--- src/rtl/emulib_rammodel_route_fifo.sv ---
// 1-bit synchronous FIFO recording which requester owns each accepted AW burst.
// The head is read asynchronously so the W mux can follow it in the same cycle.
module emulib_rammodel_route_fifo #(
    parameter int DEPTH = 8
) (
    input  logic clk,
    input  logic rst,
    input  logic push,
    input  logic din,
    input  logic pop,
    output logic dout,
    output logic full,
    output logic empty
);
    localparam int AW = $clog2(DEPTH);
    localparam logic [AW:0] PTR_ONE = (AW + 1)'(1);

    logic          mem [DEPTH];
    logic [AW:0]   wptr;
    logic [AW:0]   rptr;

    // Pointers carry an extra wrap bit so full and empty are distinguishable.
    assign full  = (wptr[AW] != rptr[AW]) && (wptr[AW-1:0] == rptr[AW-1:0]);
    assign empty = (wptr == rptr);
    assign dout  = mem[rptr[AW-1:0]];

    always_ff @(posedge clk) begin
        if (rst) begin
            wptr <= '0;
            rptr <= '0;
        end else begin
            if (push && !full)
                wptr <= wptr + PTR_ONE;
            if (pop && !empty)
                rptr <= rptr + PTR_ONE;
        end
    end

    always_ff @(posedge clk) begin
        if (push && !full)
            mem[wptr[AW-1:0]] <= din;
    end
endmodule

--- src/rtl/emulib_rammodel_arbiter_2to1.sv ---
// Two-requester arbiter in front of one RAM-model timing-model port: round-robin
// AR/AW with requester index prepended to the ID, W routed in AW grant order.
module emulib_rammodel_arbiter_2to1 #(
    parameter int ADDR_WIDTH   = 32,
    parameter int ID_WIDTH     = 4,
    parameter int W_FIFO_DEPTH = 8
) (
    input  logic                  clk,
    input  logic                  rst,
    input  logic                  s0_arvalid,
    output logic                  s0_arready,
    input  logic [ID_WIDTH-1:0]   s0_arid,
    input  logic [ADDR_WIDTH-1:0] s0_araddr,
    input  logic [7:0]            s0_arlen,
    input  logic [2:0]            s0_arsize,
    input  logic [1:0]            s0_arburst,
    input  logic                  s0_awvalid,
    output logic                  s0_awready,
    input  logic [ID_WIDTH-1:0]   s0_awid,
    input  logic [ADDR_WIDTH-1:0] s0_awaddr,
    input  logic [7:0]            s0_awlen,
    input  logic [2:0]            s0_awsize,
    input  logic [1:0]            s0_awburst,
    input  logic                  s0_wvalid,
    output logic                  s0_wready,
    input  logic                  s0_wlast,
    output logic                  s0_bvalid,
    input  logic                  s0_bready,
    output logic [ID_WIDTH-1:0]   s0_bid,
    output logic                  s0_rvalid,
    input  logic                  s0_rready,
    output logic [ID_WIDTH-1:0]   s0_rid,
    input  logic                  s1_arvalid,
    output logic                  s1_arready,
    input  logic [ID_WIDTH-1:0]   s1_arid,
    input  logic [ADDR_WIDTH-1:0] s1_araddr,
    input  logic [7:0]            s1_arlen,
    input  logic [2:0]            s1_arsize,
    input  logic [1:0]            s1_arburst,
    input  logic                  s1_awvalid,
    output logic                  s1_awready,
    input  logic [ID_WIDTH-1:0]   s1_awid,
    input  logic [ADDR_WIDTH-1:0] s1_awaddr,
    input  logic [7:0]            s1_awlen,
    input  logic [2:0]            s1_awsize,
    input  logic [1:0]            s1_awburst,
    input  logic                  s1_wvalid,
    output logic                  s1_wready,
    input  logic                  s1_wlast,
    output logic                  s1_bvalid,
    input  logic                  s1_bready,
    output logic [ID_WIDTH-1:0]   s1_bid,
    output logic                  s1_rvalid,
    input  logic                  s1_rready,
    output logic [ID_WIDTH-1:0]   s1_rid,
    output logic                  m_arvalid,
    input  logic                  m_arready,
    output logic [ID_WIDTH:0]     m_arid,
    output logic [ADDR_WIDTH-1:0] m_araddr,
    output logic [7:0]            m_arlen,
    output logic [2:0]            m_arsize,
    output logic [1:0]            m_arburst,
    output logic                  m_awvalid,
    input  logic                  m_awready,
    output logic [ID_WIDTH:0]     m_awid,
    output logic [ADDR_WIDTH-1:0] m_awaddr,
    output logic [7:0]            m_awlen,
    output logic [2:0]            m_awsize,
    output logic [1:0]            m_awburst,
    output logic                  m_wvalid,
    input  logic                  m_wready,
    output logic                  m_wlast,
    input  logic                  m_bvalid,
    output logic                  m_bready,
    input  logic [ID_WIDTH:0]     m_bid,
    input  logic                  m_rvalid,
    output logic                  m_rready,
    input  logic [ID_WIDTH:0]     m_rid
);
    localparam int IDM = ID_WIDTH;

    logic ar_prio, ar_lock, ar_sel, ar_grant, ar_hs;
    logic aw_prio, aw_lock, aw_sel, aw_grant, aw_hs;
    logic wf_full, wf_empty, wf_head, wf_pop;
    logic r_dst, b_dst;

    // A presented-but-unaccepted request keeps its grant until the handshake.
    function automatic logic arb_grant(input logic lock, input logic sel, input logic prio,
                                       input logic v0, input logic v1);
        logic vp;
        vp = prio ? v1 : v0;
        if (lock)
            return sel;
        return vp ? prio : ~prio;
    endfunction

    assign ar_grant = arb_grant(ar_lock, ar_sel, ar_prio, s0_arvalid, s1_arvalid);
    assign aw_grant = arb_grant(aw_lock, aw_sel, aw_prio, s0_awvalid, s1_awvalid);
    assign ar_hs    = m_arvalid && m_arready;
    assign aw_hs    = m_awvalid && m_awready;
    assign wf_pop   = m_wvalid && m_wready && m_wlast;
    assign r_dst    = m_rid[IDM];
    assign b_dst    = m_bid[IDM];

    always_comb begin
        m_arvalid = 1'b0; m_arid = '0; m_araddr = '0; m_arlen = '0; m_arsize = '0; m_arburst = '0;
        m_awvalid = 1'b0; m_awid = '0; m_awaddr = '0; m_awlen = '0; m_awsize = '0; m_awburst = '0;
        s0_arready = 1'b0; s1_arready = 1'b0; s0_awready = 1'b0; s1_awready = 1'b0;
        m_wvalid = 1'b0; m_wlast = 1'b0; s0_wready = 1'b0; s1_wready = 1'b0;
        s0_rvalid = 1'b0; s1_rvalid = 1'b0; s0_rid = '0; s1_rid = '0; m_rready = 1'b0;
        s0_bvalid = 1'b0; s1_bvalid = 1'b0; s0_bid = '0; s1_bid = '0; m_bready = 1'b0;
        if (!rst) begin
            m_arvalid  = ar_grant ? s1_arvalid : s0_arvalid;
            m_arid     = {ar_grant, (ar_grant ? s1_arid : s0_arid)};
            m_araddr   = ar_grant ? s1_araddr  : s0_araddr;
            m_arlen    = ar_grant ? s1_arlen   : s0_arlen;
            m_arsize   = ar_grant ? s1_arsize  : s0_arsize;
            m_arburst  = ar_grant ? s1_arburst : s0_arburst;
            s0_arready = !ar_grant && m_arready;
            s1_arready = ar_grant && m_arready;

            // No AW may be accepted while its route could not be recorded.
            m_awvalid  = (aw_grant ? s1_awvalid : s0_awvalid) && !wf_full;
            m_awid     = {aw_grant, (aw_grant ? s1_awid : s0_awid)};
            m_awaddr   = aw_grant ? s1_awaddr  : s0_awaddr;
            m_awlen    = aw_grant ? s1_awlen   : s0_awlen;
            m_awsize   = aw_grant ? s1_awsize  : s0_awsize;
            m_awburst  = aw_grant ? s1_awburst : s0_awburst;
            s0_awready = !aw_grant && m_awready && !wf_full;
            s1_awready = aw_grant && m_awready && !wf_full;

            m_wvalid   = !wf_empty && (wf_head ? s1_wvalid : s0_wvalid);
            m_wlast    = wf_head ? s1_wlast : s0_wlast;
            s0_wready  = !wf_empty && !wf_head && m_wready;
            s1_wready  = !wf_empty && wf_head && m_wready;

            s0_rvalid  = !r_dst && m_rvalid;
            s1_rvalid  = r_dst && m_rvalid;
            s0_rid     = r_dst ? '0 : m_rid[IDM-1:0];
            s1_rid     = r_dst ? m_rid[IDM-1:0] : '0;
            m_rready   = r_dst ? s1_rready : s0_rready;

            s0_bvalid  = !b_dst && m_bvalid;
            s1_bvalid  = b_dst && m_bvalid;
            s0_bid     = b_dst ? '0 : m_bid[IDM-1:0];
            s1_bid     = b_dst ? m_bid[IDM-1:0] : '0;
            m_bready   = b_dst ? s1_bready : s0_bready;
        end
    end

    always_ff @(posedge clk) begin
        if (rst) begin
            ar_prio <= 1'b0; ar_lock <= 1'b0; ar_sel <= 1'b0;
            aw_prio <= 1'b0; aw_lock <= 1'b0; aw_sel <= 1'b0;
        end else begin
            if (ar_hs) begin
                ar_lock <= 1'b0;
                ar_prio <= ~ar_grant;
            end else if (m_arvalid) begin
                ar_lock <= 1'b1;
                ar_sel  <= ar_grant;
            end
            if (aw_hs) begin
                aw_lock <= 1'b0;
                aw_prio <= ~aw_grant;
            end else if (m_awvalid) begin
                aw_lock <= 1'b1;
                aw_sel  <= aw_grant;
            end
        end
    end

    emulib_rammodel_route_fifo #(
        .DEPTH (W_FIFO_DEPTH)
    ) u_route_fifo (
        .clk   (clk),
        .rst   (rst),
        .push  (aw_hs),
        .din   (aw_grant),
        .pop   (wf_pop),
        .dout  (wf_head),
        .full  (wf_full),
        .empty (wf_empty)
    );
endmodule

--- config.mk ---
export PLATFORM = sky130hd
export DESIGN_NAME = emulib_rammodel_arbiter_2to1
export DESIGN_NICKNAME = d
export VERILOG_FILES = /design/src/rtl/emulib_rammodel_route_fifo.sv /design/src/rtl/emulib_rammodel_arbiter_2to1.sv
export SDC_FILE = /design/constraint.sdc
export NUM_CORES = 1
export LEC_CHECK = 0
export BUFFER_PORTS_ARGS = -buffer_cell sky130_fd_sc_hd__buf_2
export CAP_MARGIN = 20
export CORE_AREA = 3 3 137 139
export CTS_CLUSTER_DIAMETER = 150
export CTS_CLUSTER_SIZE = 8
export DETAILED_ROUTE_END_ITERATION = 10
export DIE_AREA = 0 0 140 142
export PLACE_DENSITY = 0.51
export SETUP_SLACK_MARGIN = 0.3
export SYNTH_ARGS = -nofsm -noshare
export SYNTH_HDL_FRONTEND = slang
export SYNTH_SLANG_ARGS = --single-unit
--- constraint.sdc ---
create_clock -name clk -period 2.8 [get_ports clk]
set_input_delay 0.14 -clock clk [delete_from_list [all_inputs] [get_ports clk]]
set_output_delay 0.14 -clock clk [all_outputs]
set_load 0.01 [all_outputs]
# Word-level counts from Yosys, hierarchy flattened
# Memory sizes are Yosys's and may differ from the RTL's. A register that Yosys moved wholly into a read port is not among the register bits.
# Index checks and enable logic that the tools add are counted.
# totals
register_bits,14
mem_bits_rw,8
in_bits,225
out_inout_bits,132
memories,1
# classes
add_sub_neg,2
n_eq_ne,3
mux,64
bitwise,6
n_reduce_logical,34
# mem_list
memory,depth,width,read_ports,rd_clocked_by_memory_dff,wr,line,rtl
u_route_fifo.mem,8,1,1,1,1,emulib_rammodel_route_fifo.sv:18,logic mem [DEPTH];
# ops
op,n
$mux W32,4
$mux W4,10
$mux W1,34
$mux W8,4
$logic_and A1 B1 Y1,23
$mux W3,6
$mux W5,2
$add A4 B1 Y4 const B,2
$mux W2,4
$logic_not A1 Y1,7
$not A1 Y1,6
$eq A4 B4 Y1,1
$reduce_and A2 Y1,2
$reduce_or A2 Y1,2
$eq A3 B3 Y1,1
$ne A1 B1 Y1,1

# Logic depth before layout (Yosys ltp)
# logic_depth
ltp_word,10
depth_mapped,7

# Modules after synthesis
# Synthesis repeated with hierarchy kept, for this count alone.
# hier_totals
hier_cells,516
area_unflattened_um2,3201.8
# modules_own_cells
module,n_inst,cells_per_inst,area_per_inst_um2,seq_area_each_um2
emulib_rammodel_arbiter_2to1,1,418,2130.8,120.1
emulib_rammodel_route_fifo,1,98,1071.0,460.4

# Worst setup path before layout
# Ideal clock, no wire load.
# synth_timing
kind,reg-to-reg
from,register (tool-made name)
to,register u_route_fifo.rptr[3]
arrival_time_ns,2.084
required_ns,2.729
path_slack_ns,0.645
stages_incl_launch_ff,6
path_buffers,0
path_cell_list,dfxtp_1 mux4_1 mux2i_4 mux2_4 or4_1 a21oi_1
# synth_rtl
element,line,rtl
"end signal, assigned",emulib_rammodel_route_fifo.sv:35,rptr <= rptr + PTR_ONE;
"end, declared",emulib_rammodel_route_fifo.sv:20,logic [AW:0] rptr;

==> summary.md <==
| Metric | Value |
|---|---|
| CTS tree | `done` |
| Slowest stage cell, crit path | `mux4_1` |
| Avg Cell Area, Syn | `5.76 um^2` |
| Hold Buf Count CTS | `0` |
| Unrepaired setup endpoints after global routing | `false` |
| DRT Pass-1 Iters | `4` |
| Status | `complete, no violations` |
| Vias in the first global route | `4104` |
| Tightest Pin Transition | `694 ps` |
| Die width | `140 um` |
| Peak supply drop | `0.213 mV` |
| DRT iter0 DRCs | `183` |
| GRT Total Usage | `12.8%` |
| Max incr delay on CP | `610 ps` |
| Cells after Synth | `491` |
| Overflow after GRT | `0` |
| Worst path bufs/invs | `0` |
| Critical setup path kind | `reg2reg` |
| Die Height | `142 um` |
| Via density | `4.22` |
| Post-route minimum period | `2290 ps` |
| Cell area after synthesis | `0.00283 mm^2` |
| H-tree levels | `1` |
| Fin nets | `1047` |
| Leakage | `2.73 nW` |
| Initial antenna violation count | `0` |
| PwrDens | `337 mW/mm^2` |
| GP Congestion | `0.783` |
| # setup viols final | `0` |
| Fmax | `437 MHz` |
| Post-synth ARST share | `0%` |
| Clk sinks | `25` |
| Family with the most delay on the worst path | `multiplexers` |
| EDFF count, synth | `8` |
| CTS buffer count | `3` |
| Top cells by area, synth | `nand2_1 (27%), a21oi_1 (20%), dfxtp_1 (12%)` |
| CP endpoint kind | `flop` |
| Initial Util | `15.9%` |
| MaxCap Viol Count | `0` |
| WP data arrival | `2480 ps` |
| DIE AREA | `0.0199 mm^2` |
| Distinct cells, synth | `37` |
| Period utilisation layout | `81.7%` |
| Largest net degree at the start of global routing | `67` |
| Class of the worst hold path | `in2reg` |
| Final wirelength | `14100 um` |
| # port buffers | `356` |
| Kind of start point of the critical path | `flop` |
| Yosys top cell area share | `27.1%` |
| Post-CTS setup buffer count | `0` |
| Dpl ws | `538 ps` |
| Layout cells sized above 1 | `45.7%` |
| Clk_lat worst skew | `270 ps` |
| Worst Skew | `9.11 ps` |
| Post-route setup slack | `513 ps` |
| Synth area leader | `nand2_1` |
| Clock buffer depth | `2` |
| Total power | `1.67 mW` |
| Hold Fails Final Rpt | `0` |
| Seq/Total Area, Yosys | `20.5%` |
| ANT nets after route | `0` |
| P&R area growth vs syn | `74.9%` |
| #FFs+latches synth | `25` |
| Critical path, cell by cell | `mux4_1 -> mux2i_4 -> mux2_4 -> or4_1 -> a21oi_1` |
| Post-DP HPWL | `11500 um` |
| WP data required | `3000 ps` |
| Worst-path fanout max | `8` |
| WL/cell | `13.5 um` |
| Root buf cell | `clkbuf_16` |
| Vias | `4423` |
| Yosys warnings | `0` |
| Standard-cell row count | `49` |
| Core Box Area | `0.0178 mm^2` |
| Synth Flop Type | `dfxtp_1` |
| Clock slew at reported path FFs | `70 ps` |
| Post-Syn Nets | `718` |
| First-pass GRT wire length | `21300 um` |
| Slew Viols, Final | `0` |
| Post-route DRC violation count | `0` |
| Max_slew headroom | `53.7%` |
| IO Pins | `357` |
| Resize count post-CTS | `0` |
| N_diodes | `0` |
| Setup TNS | `0 ps` |
## where the power goes
part           switching, mW  leakage [nW]  internal (mW)
Clock                  0.135        0.0415          0.197
Sequential            0.0147         0.211          0.388
Combinational          0.537          2.48          0.398
Total                  0.687          2.73          0.984
## placed cells by master (no fill, tap or decap), drive strengths merged
| master | netlist | routed |
|---|---|---|
| nand4 | 1 | 1 |
| o31ai | 3 | 3 |
| mux4 | 2 | 2 |
| nor4b | 2 | 2 |
| nand3 | 4 | 4 |
| or4 | 2 | 2 |
| xnor2 | 3 | 3 |
| nor4 | 1 | 1 |
| a211oi | 1 | 1 |
| o31a | 1 | 1 |
| and2 | 20 | 20 |
| nor3b | 3 | 3 |
| or4b | 1 | 1 |
| nor2b | 7 | 7 |
| mux2i | 9 | 9 |
| edfxtp | 8 | 8 |
| buf | 0 | 362 |
| dfxtp | 17 | 17 |
| nand2 | 204 | 204 |
| mux2 | 1 | 1 |
| a41oi | 1 | 1 |
| nand2b | 6 | 6 |
| clkbuf | 38 | 3 |
| or3 | 1 | 1 |
| o21ai | 7 | 7 |
| inv | 4 | 5 |
| a21oi | 111 | 111 |
| nor3 | 5 | 5 |
| xor2 | 3 | 3 |
| nor2 | 21 | 21 |
| and3b | 1 | 1 |
| a311oi | 1 | 1 |
| ha | 2 | 2 |
## per-stage QoR
stage | cells | cell area (um^2) | hold slack [ps] | utilization [%]
finish | 1048 | 4950 | 93.8 | 27.8
global route | 1048 | 4950 | 108 | 27.8
CTS | 1048 | 4950 | 94.2 | 27.8
detailed placement | 1044 | 4870 | 380 | 27.4
global placement | 1044 | 4870 | 380 | 27.4
floorplan | 491 | 2830 | 237 | -
## synth_stat cells, types with 3 or more instances
cell,instances
nand3_1,4
inv_1,3
nor2b_1,7
nand2b_1,6
nor2_1,21
edfxtp_1,8
o21ai_0,4
a21oi_1,111
o31ai_1,3
mux2i_1,8
nand2_1,204
dfxtp_1,17
xor2_1,3
and2_1,20
clkbuf_1,38
xnor2_1,3
nor3_1,5
## worst register-to-register path: stages, from the launching register on
cell	delay [ps]
dfxtp_1	370
mux4_1	610
mux2i_4	250
mux2_4	370
or4_1	470
a21oi_1	150
## layout make-up
cell class              count  area (um^2)
clock buffers               3         75.1
clock inverters             1         8.76
fillers                  2048        12800
inverters                   4         15.0
multi-input cells         424         2120
flip-flops and latches     25          581
well taps                 229          287
repair buffers            362         1870
## cell families after synthesis
group / count (synthesis) / share of synthesized area [%]
fa+ha+maj: 2 / 0.884
compound gates: 125 / 23.0
simple gates: 279 / 42.2
buf+inv: 42 / 5.57
flops: 25 / 20.5
xor+xnor: 6 / 1.86
mux: 12 / 6.01
## path summary, 6_finish.rpt
kind,from,end,slack [ps],cells after the start
max,flop,u_route_fifo.rptr[3]$_SDFFE_PP0P_,510,5
min,s1_awvalid,aw_prio$_SDFFE_PP0P_,90,2
max reg2reg,flop,u_route_fifo.rptr[3]$_SDFFE_PP0P_,510,5
min reg2reg,u_route_fifo.wptr[3]$_SDFFE_PP0P_,u_route_fifo.wptr[3]$_SDFFE_PP0P_,490,1
## layer usage
layer,track usage (%),wire length [um]
met5,0,0
met4,2.09,114
met3,1.85,931
met2,23.9,7380
met1,16.0,5720
No activity file was read; power rests on OpenSTA's default activity.
